File: src/rtl/fifo_access_arbiter.sv
// fifo_access_arbiter
//   Shares one single-clock FIFO between two write requesters using round-robin
//   arbitration with bounded bursts, and drains that FIFO to one downstream
//   consumer over a valid/ready interface.
// Ports
//   clock, reset                 : system clock, synchronous active-high reset
//   req0_valid/data, req0_ready  : requester 0 write channel (ready = beat accepted)
//   req1_valid/data, req1_ready  : requester 1 write channel
//   fifo_write_en, fifo_data_in  : FIFO write side
//   fifo_full                    : FIFO full flag
//   fifo_read_en, fifo_empty     : FIFO read side
//   fifo_data_out                : FIFO read data, valid the cycle after fifo_read_en
//   out_valid, out_data          : registered output word to the consumer
//   out_ready                    : consumer accepts the word when out_valid && out_ready
//   grant                        : one-hot write owner (01 req0, 10 req1, 00 idle)
module fifo_access_arbiter #(
  parameter int unsigned DATA_WIDTH = 8,
  parameter int unsigned MAX_BURST  = 4
) (
  input  logic                  clock,
  input  logic                  reset,
  input  logic                  req0_valid,
  input  logic [DATA_WIDTH-1:0] req0_data,
  output logic                  req0_ready,
  input  logic                  req1_valid,
  input  logic [DATA_WIDTH-1:0] req1_data,
  output logic                  req1_ready,
  output logic                  fifo_write_en,
  output logic [DATA_WIDTH-1:0] fifo_data_in,
  input  logic                  fifo_full,
  output logic                  fifo_read_en,
  input  logic                  fifo_empty,
  input  logic [DATA_WIDTH-1:0] fifo_data_out,
  output logic                  out_valid,
  output logic [DATA_WIDTH-1:0] out_data,
  input  logic                  out_ready,
  output logic [1:0]            grant
);

  localparam int unsigned CNT_W = 4;

  typedef enum logic [1:0] {S_IDLE, S_G0, S_G1} state_t;

  state_t                r_state;
  state_t                w_state_nxt;
  logic [1:0]            r_grant;
  logic [CNT_W-1:0]      r_count;
  logic [CNT_W-1:0]      w_count_nxt;
  logic [CNT_W-1:0]      w_count_inc;
  logic                  r_last;      // 1 = req1 was served most recently
  logic                  w_last_nxt;
  logic                  w_own_valid;
  logic                  w_oth_valid;
  logic                  w_accept;
  logic                  r_inflight;
  logic                  r_out_valid;
  logic [DATA_WIDTH-1:0] r_out_data;
  logic                  w_read_en;

  // Write-side state register; grant is a registered decode of the next state
  always_ff @(posedge clock) begin
    if (reset) begin
      r_state <= S_IDLE;
      r_grant <= 2'b00;
      r_count <= '0;
      r_last  <= 1'b1;
    end else begin
      r_state <= w_state_nxt;
      r_grant <= {w_state_nxt == S_G1, w_state_nxt == S_G0};
      r_count <= w_count_nxt;
      r_last  <= w_last_nxt;
    end
  end

  // Write-side next state, beat acceptance and FIFO write mux
  always_comb begin
    w_state_nxt   = r_state;
    w_count_nxt   = r_count;
    w_last_nxt    = r_last;
    req0_ready    = 1'b0;
    req1_ready    = 1'b0;
    fifo_write_en = 1'b0;
    fifo_data_in  = '0;
    w_own_valid   = 1'b0;
    w_oth_valid   = 1'b0;
    w_accept      = 1'b0;
    w_count_inc   = r_count + CNT_W'(1);

    case (r_state)
      S_IDLE: begin
        w_count_nxt = '0;
        if (req0_valid && req1_valid) begin
          w_state_nxt = r_last ? S_G0 : S_G1;
        end else if (req0_valid) begin
          w_state_nxt = S_G0;
        end else if (req1_valid) begin
          w_state_nxt = S_G1;
        end
      end
      S_G0, S_G1: begin
        if (r_state == S_G0) begin
          req0_ready   = !fifo_full;
          fifo_data_in = req0_data;
          w_own_valid  = req0_valid;
          w_oth_valid  = req1_valid;
        end else begin
          req1_ready   = !fifo_full;
          fifo_data_in = req1_data;
          w_own_valid  = req1_valid;
          w_oth_valid  = req0_valid;
        end
        w_accept      = w_own_valid && !fifo_full;
        fifo_write_en = w_accept;
        if (w_accept) begin
          w_count_nxt = w_count_inc;
          w_last_nxt  = (r_state == S_G1);
        end
        // A stalled (full) owner keeps grant and count; rotation only on a real release
        if (!w_own_valid || (w_accept && w_count_inc == CNT_W'(MAX_BURST))) begin
          w_count_nxt = '0;
          if (w_oth_valid) begin
            w_state_nxt = (r_state == S_G0) ? S_G1 : S_G0;
          end else if (w_own_valid) begin
            w_state_nxt = r_state;
          end else begin
            w_state_nxt = S_IDLE;
          end
        end
      end
      default: begin
        w_state_nxt = S_IDLE;
        w_count_nxt = '0;
      end
    endcase

    if (reset) begin
      req0_ready    = 1'b0;
      req1_ready    = 1'b0;
      fifo_write_en = 1'b0;
    end
  end

  // Read issue: one outstanding read at a time, only when the output slot frees up
  assign w_read_en = !reset && !fifo_empty && !r_inflight && (!r_out_valid || out_ready);

  // Read side: capture FIFO data one cycle after the read, hold until consumed
  always_ff @(posedge clock) begin
    if (reset) begin
      r_inflight  <= 1'b0;
      r_out_valid <= 1'b0;
      r_out_data  <= '0;
    end else begin
      r_inflight <= w_read_en;
      if (r_inflight) begin
        r_out_data  <= fifo_data_out;
        r_out_valid <= 1'b1;
      end else if (r_out_valid && out_ready) begin
        r_out_valid <= 1'b0;
      end
    end
  end

  assign fifo_read_en = w_read_en;
  assign out_valid    = r_out_valid;
  assign out_data     = r_out_data;
  assign grant        = r_grant;

endmodule

File: config.mk
export PLATFORM = sky130hd
export DESIGN_NAME = fifo_access_arbiter
export DESIGN_NICKNAME = d
export VERILOG_FILES = /design/src/rtl/fifo_access_arbiter.sv
export SDC_FILE = /design/constraint.sdc
export NUM_CORES = 1
export LEC_CHECK = 0
export CAP_MARGIN = 20
export CORE_AREA = 2 2 58 60
export CTS_CLUSTER_SIZE = 10
export DETAILED_ROUTE_END_ITERATION = 8
export DIE_AREA = 0 0 60 62
export PLACE_DENSITY = 0.76
export REMOVE_ABC_BUFFERS = 1
export SETUP_SLACK_MARGIN = 0.15
export SLEW_MARGIN = 20
export SYNTH_ARGS = -nofsm -noshare
export SYNTH_HDL_FRONTEND = slang
export SYNTH_SLANG_ARGS = --single-unit
File: constraint.sdc
create_clock -name clock -period 2.11 [get_ports clock]
set_input_delay 0.422 -clock clock [delete_from_list [all_inputs] [get_ports clock]]
set_output_delay 0.422 -clock clock [all_outputs]
set_load 0.02 [all_outputs]
### Yosys cells after proc, flatten, opt, wreduce, memory -nomap -nowiden

Cells that the tools add are included.

* add/subtract/negate cells: 1
* multipliers: 0
* div/mod/pow operators: 0
* magnitude comparators: 0
* equality and inequality tests: 5
* shift-type cells: 0
* multiplexer cells: 25
* bitwise operators: 1
* reduce and logical (&&, ||, !) cells: 20

Operator list (number)
* 2-bit two-way mux: 8
* 8-bit two-way mux: 2
* 1-bit two-way mux: 14
* 1-bit logical AND: 7
* 1-bit zero test: 6
* 4-bit by 1-bit adder with 4-bit output, second input constant: 1
* 2-bit by 1-bit equality test with 1-bit output, second input constant: 2
* 2-bit equality test, second input constant: 2
* 4-bit by 3-bit equality test with 1-bit output, second input constant: 1
* 2-bit case mux with 2 select lines: 1
* 3-bit OR reduction: 1
* 2-bit zero test: 1
* 1-bit logical OR: 2
* 2-bit AND reduction: 1
* 2-bit nonzero test: 1
* 2-bit OR reduction: 1
* 1-bit inverter: 1

* bits in registers: 19
* bits in latches: 0
* bits in writable memories: 0
* memory bits (read-only): 0
* bits of input ports: 31
* output and inout bits: 23
* word-level logic and storage cells: 59
* memories kept: 0

### Logic depth before layout (Yosys ltp)

* depth in word-level cells: 9
* mapped depth: 8
* depth with buffers taken out: 7

### Worst setup path before layout

OpenSTA, ideal clock, no wires.

* path kind: flip-flop to output port
* start: register r_state[1]
* end: output req0_ready
* data arrival time: 1679 ps
* data required time: 1688 ps
* setup slack: 9 ps
* stages on the path, launching flop included: 6
* path buffers: 2
* cells stage by stage: dfxtp_1 > inv_1 > ha_1 > buf_4 > clkbuf_1 > nor3b_1

* word-level cells in the longest chain between the ends: 4
* elaborated cells between the ends (all ways): 6
* those cells by class: eq/ne (2); mux (3); reduce/logical (1)

RTL lines
* start: declaration: line 44 `state_t r_state;`
* start signal: assignment: line 68 `r_state <= w_state_nxt;`
* 2-bit by 1-bit equality test with 1-bit output or 2-bit equality test (tied branches): line 89, 101
* 1-bit two-way mux or 2-bit OR reduction (tied branches): line 101, 89
* 1-bit two-way mux (*): line 89 `case (r_state)`
* 1-bit two-way mux (*): line 136 `if (reset) begin`
* end: declaration: line 24 `output logic req0_ready,`

Mark *: on every way between the ends. The rest lies on a longest branch, timed or not.

### Worst setup path in the final report

* start: register r_state[1]
* end: output fifo_data_in[3]

* word-level cells in the longest chain between the ends: 3
* elaborated cells between the ends (all ways): 5
* those cells by class: eq/ne (2); mux (2); reduce/logical (1)

RTL lines
* 2-bit by 1-bit equality test with 1-bit output or 2-bit equality test (tied branches): line 89, 101
* 8-bit two-way mux or 2-bit OR reduction (tied branches): line 101, 89
* 8-bit two-way mux (*): line 89
* end: declaration: line 29 `output logic [DATA_WIDTH-1:0] fifo_data_in,`

Marked as above.

==> results.py <==
metrics = {
    "cells_and_area": {
        "num_antenna_cells": 0,
        "drive_gt1_share_pct": 31.84,
        "multiInputGateArea_sq_um": 825.8,
        "regArea_sq_um": 385.4,
        "areaGrowthSynthToFinish_pct": 67.26,
        "stdcell_count": 247,
        "fin_util_pct": 63.12,
        "fill_cells": 270,
        "nNetsFinal": 239,
    },
    "synthesis": {
        "synthArstFlopShare_pct": 0,
        "ys_ff_latch": 19,
        "synth_top_family_by_area": "simple AND/OR/NAND/NOR gates",
        "synth_edf_count": 0,
        "synth-simple-area-share_pct": 25.03,
        "yosys_warnings": 0,
        "synth_area_sq_um": 1200,
        "synth_mux_area_share_pct": 16.16,
        "syn_avg_cell_area_sq_um": 9.374,
        "synth-compound-area-share_pct": 12.51,
        "synthXorXnorAreaFrac_pct": 2.190,
        "synth_fa_ha_area_share_pct": 6.257,
        "seq_area_frac_synth_pct": 31.70,
        "synthFlopType": "dfxtp_1",
        "ys_types": 40,
        "netlist_instances": 128,
    },
    "floorplan": {
        "rows": 21,
        "start_util_pct": 37.74,
        "die_y_microns": 62,
        "fp.dieW_microns": 60,
        "die-area_sq_um": 3720,
        "pin_count": 54,
        "core_sq_um": 3179,
    },
    "setup_path": {
        "worst-path-max-fanout": 4,
        "cp.arrival_ns": 1.49,
        "crit_path_start_kind": "flop",
        "worstSetupPathType": "flop to primary output",
        "worstPathRequired_ns": 1.69,
        "worst_setup_path_end_kind": "primary output",
    },
    "power_and_ir_drop": {
        "ir_drop_uv": 314.6,
        "power_uw": 1212,
        "p_leak_uw": 0.0008068,
        "power_density_nw_per_um2": 603.8,
    },
    "global_route": {
        "grt_pass1_wl_microns": 5106,
        "grt_pass1_vias": 1195,
        "grt.total_usage_pct": 18.33,
        "gr-total-overflow": 0,
        "antenna_found_initial": 0,
        "grt_start_max_net_pins": 11,
    },
    "route": {
        "vias_per_cell": 4.943,
        "wl_per_cell_microns": 13.29,
        "drtIter0Drc": 18,
        "ant_nets": 0,
        "vias": 1221,
        "wirelength_microns": 3282,
        "drt_drc_violations_left": 0,
        "first_pass_iters": 4,
    },
    "sta": {
        "rsz0062_at_grt": "false",
        "setup_viol": 0,
        "worstMarginPinSlew_ns": 0.3754,
        "fin_crit_sh_pct": 90.39,
        "period_needed_ns": 1.907,
        "tns_ns": 0,
        "hold_viol_final": 0,
        "slew_headroom_pct": 74.97,
        "fmax_mhz": 524.3,
        "timing_max_transition_violations_final": 0,
        "hold_ws_ns": 0.5006,
        "fin_skew_ns": 0.0006420,
    },
    "clock_tree": {
        "cts_buffer_depth": 2,
        "cts-root-buf": "clkbuf_4",
        "cts_made_buffers": 3,
        "cts.sinks": 19,
        "hold_buffers": 0,
        "htreeDepth": 1,
        "clock_latency_ns": 0.29,
        "cts_tree": "done",
        "clk_pin_slew_ns": 0.10,
    },
    "place": {
        "port_buffers": 53,
        "place_hpwl_microns": 2597,
        "place_congestion": 0.9521,
        "dp_cells": 240,
    },
    "status": {
        "outcome": "completed",
    },
    "hold_path": {
        "holdCritPathClass": "flop to flop",
    },
    "job": {
        "max_cap_violations": 0,
    },
}
-- placed cells by master (no fill, tap or decap), types with 2 or more instances in the layout --
cell and count:
mux2i_1 14, clkdlybuf4s50_1 41, a21oi_1 3, nor3_2 3, ha_4 2, nand2b_1 3, nor4_1 4, buf_4 28
nor2_2 2, and4_1 2, clkbuf_4 3, nand2b_4 2, mux2i_2 4, ha_1 4, inv_4 2, nor3b_1 3
a21o_1 2, buf_2 4, dfxtp_1 17, buf_6 3, nor2_1 17, nor3_1 3, nand3_1 2, nand2_1 4
xnor2_1 3
-- flip-flops by register name, indices dropped and copies added (netlist names) --
register,flops
out_valid,1
out_data,8
r_count,4
r_last,1
r_state,2
grant,2
r_inflight,1
-- what timing repair did --
action,in CTS,in global routing
buffers inserted,2,1
endpoints found under the setup margin,12,11
hold endpoints to repair,0,0
gates resized for setup,58,27
pin swaps,0,3
-- Yosys cell counts, drive strengths merged (3+ instances only) --
cell type | number | area share [%]
a21oi | 4 | 1.7
buf | 4 | 2.5
clkbuf | 3 | 0.94
dfxtp | 19 | 32
ha | 6 | 6.3
inv | 4 | 1.3
mux2i | 19 | 16
nand2 | 4 | 1.3
nand2b | 5 | 3.2
nor2 | 20 | 6.5
nor3 | 6 | 2.9
nor3b | 3 | 1.9
nor4 | 4 | 2.1
xnor2 | 3 | 2.2
-- layout make-up --
| class | count | share of cell area (%) |
|---|---|---|
| inverters | 5 | 1.870 |
| well taps | 46 | 2.868 |
| multi-input cells | 97 | 41.15 |
| clock buffers | 4 | 1.309 |
| flip-flops and latches | 19 | 19.20 |
| repair buffers | 76 | 33.60 |
-- power by group --
| group | switching, uW | internal, uW |
|---|---|---|
| logic | 300 | 329 |
| clock network | 106 | 73.5 |
| registers | 17.9 | 386 |
| total | 424 | 788 |
-- cells by family (layout without fill, tap and decap cells) --
group / after synthesis / in the layout
muxes: 19 / 19
adders and majority gates: 6 / 6
DFF: 19 / 19
xor gates and xnor gates: 3 / 3
AOI/OAI and AO/OA: 18 / 18
buffers and inverters: 12 / 85
and+or+nand+nor: 51 / 51
-- metal layers --
metal	track usage, %	part of all wire, %	vias to the layer above	wire, microns
li1	-	-	601	-
met5	0	0	-	0
met1	18.34	38	562	1249
met3	4.141	7.2	0	237
met4	4.762	0	0	0
met2	37.58	55	58	1795
-- worst max-delay path, stage by stage (launching register included) --
cell,delay (ns)
dfxtp_2,0.35
inv_4,0.08
ha_4,0.17
buf_6,0.13
mux2i_2,0.24
nor2_1,0.07
buf_4,0.16
-- path summary, 6_finish.rpt --
path              slack [ns]                        to                     start  depth (start not counted)
setup / recovery        0.20           fifo_data_in[3]     r_state[1]$_SDFF_PP0_                          6
hold / removal          0.50  out_data[4]$_SDFFE_PP0P_  out_data[4]$_SDFFE_PP0P_                          2
setup reg to reg        0.26       grant[0]$_SDFF_PP0_     r_state[1]$_SDFF_PP0_                          9
hold reg to reg         0.50  out_data[4]$_SDFFE_PP0P_  out_data[4]$_SDFFE_PP0P_                          2
-- stage by stage --
step           instance area, sq um  setup slack (ns)
2_1_floorplan                  1159          -0.01178
6_report                       2007            0.2028
3_5_place_dp                   1897           -0.2454
3_3_place_gp                   1897           -0.1962
4_1_cts                        1936           0.07808
5_1_grt                        2007            0.1392
(Power assumes the default switching activity.)
